[src/rtl/uart_fifo_tx_pkg.sv]
// Shared definitions for the UART transmit path: FSM state encodings and the
// oversampling ratio used by both the transmitter and the receiver.
package uart_fifo_tx_pkg;

    typedef enum logic [2:0] {
        ST_IDLE   = 3'd0,
        ST_START  = 3'd1,
        ST_DATA   = 3'd2,
        ST_PARITY = 3'd3,
        ST_STOP   = 3'd4
    } uart_state_e;

    // Oversample ticks per bit period
    localparam int OVERSAMPLE = 16;

    // Larger of two integers, used to size the tick counter
    function automatic int max_int(input int a, input int b);
        return (a > b) ? a : b;
    endfunction

endpackage

[src/rtl/uart_fifo_tx_baud_tick_gen.sv]
// Oversample tick generator: divides clk by DVSR and raises s_tick on the
// last cycle of each division period. Shared with the UART receiver.
module baud_tick_gen #(
    parameter int DVSR   = 163,
    parameter int DVSR_W = 8
) (
    input  logic clk,
    input  logic reset_n,
    input  logic clr,
    input  logic en,
    output logic s_tick
);

    logic [DVSR_W-1:0] div_cnt_r;

    // Divisor counter: cleared on request, wraps at DVSR-1 while enabled
    always_ff @(posedge clk or negedge reset_n) begin
        if (!reset_n) begin
            div_cnt_r <= {DVSR_W{1'b0}};
        end else if (clr) begin
            div_cnt_r <= {DVSR_W{1'b0}};
        end else if (en) begin
            if (div_cnt_r == DVSR_W'(DVSR - 1)) begin
                div_cnt_r <= {DVSR_W{1'b0}};
            end else begin
                div_cnt_r <= div_cnt_r + DVSR_W'(1);
            end
        end
    end

    // Tick is decoded from the registered count so it lands on the wrap cycle
    always_comb begin
        s_tick = 1'b0;
        if (en && (div_cnt_r == DVSR_W'(DVSR - 1))) begin
            s_tick = 1'b1;
        end else begin
            s_tick = 1'b0;
        end
    end

endmodule

[src/rtl/uart_fifo_tx.sv]
// UART transmitter draining a first-word-fall-through TX FIFO, 8N1 LSB first.
// Optional even parity bit is enabled with `define UART_TX_PARITY_EN.
module uart_fifo_tx
    import uart_fifo_tx_pkg::*;
#(
    parameter int DBIT    = 8,
    parameter int SB_TICK = 16,
    parameter int DVSR    = 163,
    parameter int DVSR_W  = 8
) (
    input  logic            clk,
    input  logic            reset_n,
    input  logic            fifo_empty,
    input  logic [DBIT-1:0] fifo_rdata,
    output logic            fifo_rd,
    output logic            tx,
    output logic            tx_busy,
    output logic            tx_done
);

    localparam int S_W = $clog2(max_int(SB_TICK, OVERSAMPLE));
    localparam int N_W = (DBIT > 1) ? $clog2(DBIT) : 1;

    uart_state_e     state_r;
    logic [DBIT-1:0] shift_r;
    logic [S_W-1:0]  s_cnt_r;
    logic [N_W-1:0]  n_cnt_r;
    logic            tx_r;
    logic            tx_busy_r;
    logic            tx_done_r;
    logic            pop_s;
    logic            tick_en_s;
    logic            tick_s;
`ifdef UART_TX_PARITY_EN
    logic            parity_r;

    // Even parity over one data word
    function automatic logic even_parity(input logic [DBIT-1:0] d);
        return ^d;
    endfunction
`endif

    // Pop strobe must be combinational so the FWFT FIFO advances in the same
    // cycle the head word is latched; held low while reset is asserted
    always_comb begin
        pop_s     = 1'b0;
        tick_en_s = 1'b0;
        if (reset_n && (state_r == ST_IDLE) && !fifo_empty) begin
            pop_s = 1'b1;
        end else begin
            pop_s = 1'b0;
        end
        if (state_r != ST_IDLE) begin
            tick_en_s = 1'b1;
        end else begin
            tick_en_s = 1'b0;
        end
    end

    baud_tick_gen #(
        .DVSR   (DVSR),
        .DVSR_W (DVSR_W)
    ) u_tick (
        .clk     (clk),
        .reset_n (reset_n),
        .clr     (pop_s),
        .en      (tick_en_s),
        .s_tick  (tick_s)
    );

    // Transmit FSM: sequences start, data, optional parity and stop bits
    always_ff @(posedge clk or negedge reset_n) begin
        if (!reset_n) begin
            state_r   <= ST_IDLE;
            shift_r   <= {DBIT{1'b0}};
            s_cnt_r   <= {S_W{1'b0}};
            n_cnt_r   <= {N_W{1'b0}};
            tx_r      <= 1'b1;
            tx_busy_r <= 1'b0;
            tx_done_r <= 1'b0;
`ifdef UART_TX_PARITY_EN
            parity_r  <= 1'b0;
`endif
        end else begin
            tx_done_r <= 1'b0;
            case (state_r)
                ST_IDLE: begin
                    tx_r      <= 1'b1;
                    tx_busy_r <= 1'b0;
                    if (pop_s) begin
                        shift_r   <= fifo_rdata;
                        s_cnt_r   <= {S_W{1'b0}};
                        n_cnt_r   <= {N_W{1'b0}};
                        tx_r      <= 1'b0;
                        tx_busy_r <= 1'b1;
                        state_r   <= ST_START;
`ifdef UART_TX_PARITY_EN
                        parity_r  <= even_parity(fifo_rdata);
`endif
                    end
                end
                ST_START: begin
                    if (tick_s) begin
                        if (s_cnt_r == S_W'(OVERSAMPLE - 1)) begin
                            s_cnt_r <= {S_W{1'b0}};
                            n_cnt_r <= {N_W{1'b0}};
                            tx_r    <= shift_r[0];
                            state_r <= ST_DATA;
                        end else begin
                            s_cnt_r <= s_cnt_r + S_W'(1);
                        end
                    end
                end
                ST_DATA: begin
                    if (tick_s) begin
                        if (s_cnt_r == S_W'(OVERSAMPLE - 1)) begin
                            s_cnt_r <= {S_W{1'b0}};
                            shift_r <= shift_r >> 1;
                            if (n_cnt_r == N_W'(DBIT - 1)) begin
`ifdef UART_TX_PARITY_EN
                                tx_r    <= parity_r;
                                state_r <= ST_PARITY;
`else
                                tx_r    <= 1'b1;
                                state_r <= ST_STOP;
`endif
                            end else begin
                                n_cnt_r <= n_cnt_r + N_W'(1);
                                tx_r    <= shift_r[1];
                            end
                        end else begin
                            s_cnt_r <= s_cnt_r + S_W'(1);
                        end
                    end
                end
`ifdef UART_TX_PARITY_EN
                ST_PARITY: begin
                    if (tick_s) begin
                        if (s_cnt_r == S_W'(OVERSAMPLE - 1)) begin
                            s_cnt_r <= {S_W{1'b0}};
                            tx_r    <= 1'b1;
                            state_r <= ST_STOP;
                        end else begin
                            s_cnt_r <= s_cnt_r + S_W'(1);
                        end
                    end
                end
`endif
                ST_STOP: begin
                    if (tick_s) begin
                        if (s_cnt_r == S_W'(SB_TICK - 1)) begin
                            s_cnt_r   <= {S_W{1'b0}};
                            tx_done_r <= 1'b1;
                            tx_busy_r <= 1'b0;
                            state_r   <= ST_IDLE;
                        end else begin
                            s_cnt_r <= s_cnt_r + S_W'(1);
                        end
                    end
                end
                default: begin
                    tx_r      <= 1'b1;
                    tx_busy_r <= 1'b0;
                    state_r   <= ST_IDLE;
                end
            endcase
        end
    end

    assign fifo_rd = pop_s;
    assign tx      = tx_r;
    assign tx_busy = tx_busy_r;
    assign tx_done = tx_done_r;

endmodule

[config.mk]
export PLATFORM = sky130hd
export DESIGN_NAME = uart_fifo_tx
export DESIGN_NICKNAME = d
export VERILOG_FILES = /design/src/rtl/uart_fifo_tx_pkg.sv /design/src/rtl/uart_fifo_tx_baud_tick_gen.sv /design/src/rtl/uart_fifo_tx.sv
export SDC_FILE = /design/constraint.sdc
export NUM_CORES = 1
export LEC_CHECK = 0
export BUFFER_PORTS_ARGS = -buffer_cell sky130_fd_sc_hd__buf_2
export CAP_MARGIN = 20
export CORE_MARGIN = 4
export CORE_UTILIZATION = 40
export DETAILED_ROUTE_END_ITERATION = 8
export HOLD_SLACK_MARGIN = 0.03
export PLACE_DENSITY = 0.69
export SYNTH_ARGS = -nofsm -noshare
export SYNTH_HDL_FRONTEND = slang
export SYNTH_SLANG_ARGS = --single-unit
[constraint.sdc]
create_clock -name clk -period 2.1 [get_ports clk]
set_clock_uncertainty 0.2 [all_clocks]
set_input_delay 0.315 -clock clk [delete_from_list [all_inputs] [get_ports clk]]
set_output_delay 0.315 -clock clk [all_outputs]
set_load 0.01 [all_outputs]
Yosys cells after proc, flatten, opt, wreduce, memory -nomap -nowiden
Index checks and enable logic that the tools add are counted.
Storage, ports and cells
  flip-flop bits (word level): 29
  logic and storage cells: 89
Cells by class
  add/subtract/negate cells: 3
  equal/unequal tests: 16
  multiplexer cells: 42
  bitwise operators: 2
  reduce and logical (&&, ||, !) cells: 18
Operators with widths (count)
  $mux 8: 6
  $mux 3: 12
  $ne 2x2->1 const B: 9
  $pmux 8 s2: 1
  $mux 1: 15
  $mux 4: 3
  $pmux 3 s4: 1
  $pmux 3 s3: 1
  $add 8x1->8 const B: 1
  $eq 8x8->1 const B: 1
  $pmux 4 s2: 1
  $reduce_and 8->1: 1
  $reduce_and 7->1: 1
  $eq 3x3->1 const B: 2
  $reduce_and 3->1: 2
  $reduce_bool 2->1: 3
  $reduce_bool 3->1: 2
  $reduce_and 5->1: 1
  $add 4x1->4 const B: 1
  $eq 4x4->1 const B: 1
  $pmux 1 s4: 1
  $reduce_and 4->1: 1
  $add 3x1->3 const B: 1
  $eq 3x1->1 const B: 1
  9 further kinds: 12

Depth between registers and ports, before layout
  depth in word-level cells: 6
  gate-level depth with buffers: 8
  depth with buffers taken out: 7

Hierarchy
A second synthesis with hierarchy kept.
Unflattened totals
  cells, all modules: 163
  area total of the unflattened synthesis: 1686.6 µm²
By module, submodules not included
  uart_fifo_tx: instances 1, cells each 117, area each 1224.9 µm², sequential area each 526.8 µm²
  baud_tick_gen: instances 1, cells each 46, area each 461.7 µm², sequential area each 200.2 µm²

Worst setup path after synthesis
No wires, ideal clock.
  path type: reg-to-reg
  from: register u_tick.div_cnt_r[4]
  to: register shift_r[0]
  library setup time: 0.125 ns
  arrival time: 1.727 ns
  setup slack: 0.048 ns
  cell stages (with the launch flop): 6
  period minus slack after synthesis: 2.052 ns
  cell sequence: dfrtp_1 > or3b_1 > or2_0 > buf_2 > a21oi_4 > mux2_2
On the way
  longest elaborated chain between the ends: 5
Ends and longest elaborated chain
  start, declared: RTL line uart_fifo_tx_baud_tick_gen.sv:14  | logic [DVSR_W-1:0] div_cnt_r;
  start signal, assigned: RTL line uart_fifo_tx_baud_tick_gen.sv:19  | div_cnt_r <= {DVSR_W{1'b0}};
  start signal, assigned: RTL line uart_fifo_tx_baud_tick_gen.sv:21  | div_cnt_r <= {DVSR_W{1'b0}};
  start signal, assigned: RTL line uart_fifo_tx_baud_tick_gen.sv:24  | div_cnt_r <= {DVSR_W{1'b0}};
  $eq 8x8->1: RTL line uart_fifo_tx_baud_tick_gen.sv:34  | if (en && (div_cnt_r == DVSR_W'(DVSR - 1))) begin
  $logic_and 1x1->1: RTL line uart_fifo_tx_baud_tick_gen.sv:34
  $mux 1: RTL line uart_fifo_tx_baud_tick_gen.sv:34
  $ne 2x2->1 (no source line)
  $reduce_and 4->1 (no source line)
  end signal, assigned: RTL line uart_fifo_tx.sv:75  | shift_r <= {DBIT{1'b0}};
  end signal, assigned: RTL line uart_fifo_tx.sv:91  | shift_r <= fifo_rdata;
  end signal, assigned: RTL line uart_fifo_tx.sv:118  | shift_r <= shift_r >> 1;
  end, declared: RTL line uart_fifo_tx.sv:25  | logic [DBIT-1:0] shift_r;
No other way between the ends.
A chain may end at the register's enable or synchronous reset.

Worst setup path in the final report
  from: register u_tick.div_cnt_r[3]
  to: register shift_r[6]
Same word-level chain as after synthesis.

==> out/results.ini <==
[status]
status=finished, final reports clean

[power]
p_per_area_nw_per_um2=535.9
leakage_nw=0.8675
total_power_mw=1.029
ir_drop_v=0.0003440

[route]
wl_per_cell_microns=14.26
drc_errors=0
via_per_inst=5.439
first_pass_iters=6
wirelength_microns=3409
dr_total_vias=1300
ant_nets=0
drt_iter0_markers=60

[synthesis]
synth_area_leader_cell=dfrtp_1
synthTopCellsByCount=dfrtp_1, o21ai_0, mux2_2
synthFlopType=dfrtp_1
yosys.area.top_type_share=0.4430
synth-seq-cells=29
synth-adder-area-share=0.03956
synthSimpleGateAreaFrac=0.1622
synth_most_common_cell=dfrtp_1
synth_edf_count=0
synth-xor-area-share=0.01108
synthTopCellsByArea=dfrtp_1, mux2_2, o21ai_0, ha_1, nor2_1
syn-num-nets=175
avgSynthCellArea_sq_um=9.947
muxShareOfSynthArea=0.1266
synth_cell_types=39
synthesis.area_sq_um=1582
synthArstFlopShare=1.000
postSynthCellCount=159
ys.warnings.count=0
ys_seq_area_frac=0.4597
synth_top_family_by_area=compound AO/OA/AOI/OAI gates
synth_compound_area_frac=0.1693

[place]
place.gp.congestion=0.8640
dp_hpwl_microns=2528
port_buffers=14

[clocking]
cts.path.max_buffers=2
clockRootBuffer=clkbuf_8
cts.sinks=29
numCtsBuffers=5
cts_setup_buffers=0
cts_tree=built
clkTransAtPathRegs_ns=0.06
clk_latency_ns=0.28
cts_max_level=2

[timing]
hold_viol=0
setup-violations-final=0
max_freq_ghz=0.4922
slew_viol_final=0
relSlewSlack=0.7564
rsz0062_at_grt=no
post-route-period-util=0.9676
finalWorstPathRequiredPeriod_ns=2.032
tightest_slew_ns=0.3654

[floorplan]
coreArea_sq_um=3744
rows=22
die_area_sq_um=5024
die_x_microns=70.88
start_util=0.4225
dieHeight_microns=70.88
io_pins=15

[critical_path]
path_cells=or3b_1, or2_4, a21oi_4, mux2_2
crit_slowest_cell=dfrtp_1
r2r_setup_slack_ns=0.07
cp_num_cells=4
critPathLaunchType=flip-flop
critPathBufInv=0
cp.arrival_ns=1.99
reg2reg_depth=4
worstSetupPathType=reg -> reg
cp.required_ns=2.06
cpPeakStageDelay_ns=0.40
end_kind=flip-flop
cp_max_fo=8
path_delay_family=simple AND/OR/NAND/NOR gates

[grt]
grtUsageTotal=0.1521
grt_pass1_wl_microns=6058
first_global_vias=1349
grt_max_degree=30
grt_overflow=0
grt_antenna_before_repair=0

[worst_hold_path]
hold_path_class=in -> reg
whs_path_depth=3

[layout]
layout.nets=206
antennaDiodeCount=0
area_delta_synth_final_pct=21.36
drive_gt1_frac=0.3194
final_util=0.5127

[run]
maxCapViolCount=0

==> placed cells by master, fill, tap and decap left out, types with 7 or more instances in the layout <==
cell type	synthesis	layout
a21oi_1	7	7
buf_2	1	14
buf_4	0	15
dfrtp_1	28	26
inv_1	7	7
mux2_2	16	16
nand2_1	10	10
nand3_1	8	8
nor2_1	13	12
o21ai_0	17	16
==> final cells by class <==
cell class                 count  area (sq um)
sequential                    29         729.5
multi-input combinational    117         830.8
fill                         357          1824
tap                           48         60.06
timing repair buffer          30         192.7
inverter                       7         26.28
clock buffer                   8         80.08
==> power by group <==
part | switching (mW) | internal [mW]
logic | 0.0175 | 0.0157
registers | 0 | 0.559
clock network | 0.202 | 0.235
==> final timing paths <==
check,to,startpoint
min in group asynchronous,tx_done,reset_n
min,shift_r[7],fifo_rdata[7]
min reg2reg,shift_r[5],shift_r[5]
max in group asynchronous,tx,reset_n
max,shift_r[6],u_tick.div_cnt_r[3]
max reg2reg,shift_r[6],u_tick.div_cnt_r[3]
==> registers in the layout, summed over array words and instances, names as in the netlist <==
signal and count:
n_cnt_r 3, s_cnt_r 4, state_r 3, u_tick.div_cnt_r 8, tx_done 1, shift_r 8, tx 1, tx_busy 1
==> tightest hold or removal path, stage by stage <==
cell	delay [ns]
buf_2	0.10
o21ai_0	0.08
o22ai_1	0.10
==> kinds of logic after synthesis <==
group,after synthesis
buf+inv,13
compound gates,42
fa+ha+maj,5
simple gates,50
xor+xnor,2
flops,29
mux,18
==> layer usage <==
metal / global-route usage / vias to the layer above / share of wire
met5: 0 / - / 0
met4: 0.06472 / 0 / 0.018
met3: 0.04545 / 8 / 0.035
met2: 0.2513 / 22 / 0.48
met1: 0.1841 / 630 / 0.47
li1: - / 640 / -
==> what timing repair did <==
action / 4_1_cts / 5_1_grt
endpoints found under the setup margin: 1 / 12
pin swaps: 1 / 2
resized for setup: 1 / 10
endpoints found under the hold margin: 28 / 0
hold buffers: 1 / 0
gates cloned: 0 / 0
==> metrics by stage <==
| step | setup WS (ns) | hold WS [ns] | area, sq um | std cells | setup TNS (ns) |
|---|---|---|---|---|---|
| 4_1_cts | 0.01211 | 0.1451 | 1891 | 239 | 0 |
| 3_3_place_gp | 0.06769 | 0.1637 | 1800 | 230 | 0 |
| 2_1_floorplan | 0.04843 | -0.1806 | 1582 | 159 | 0 |
| 6_report | 0.06814 | 0.1590 | 1919 | 239 | 0 |
| 5_1_grt | 0.01305 | 0.1761 | 1919 | 239 | 0 |
| 3_5_place_dp | -0.002113 | 0.1713 | 1800 | 230 | -0.002113 |
No activity file was read; power rests on OpenSTA's default activity.
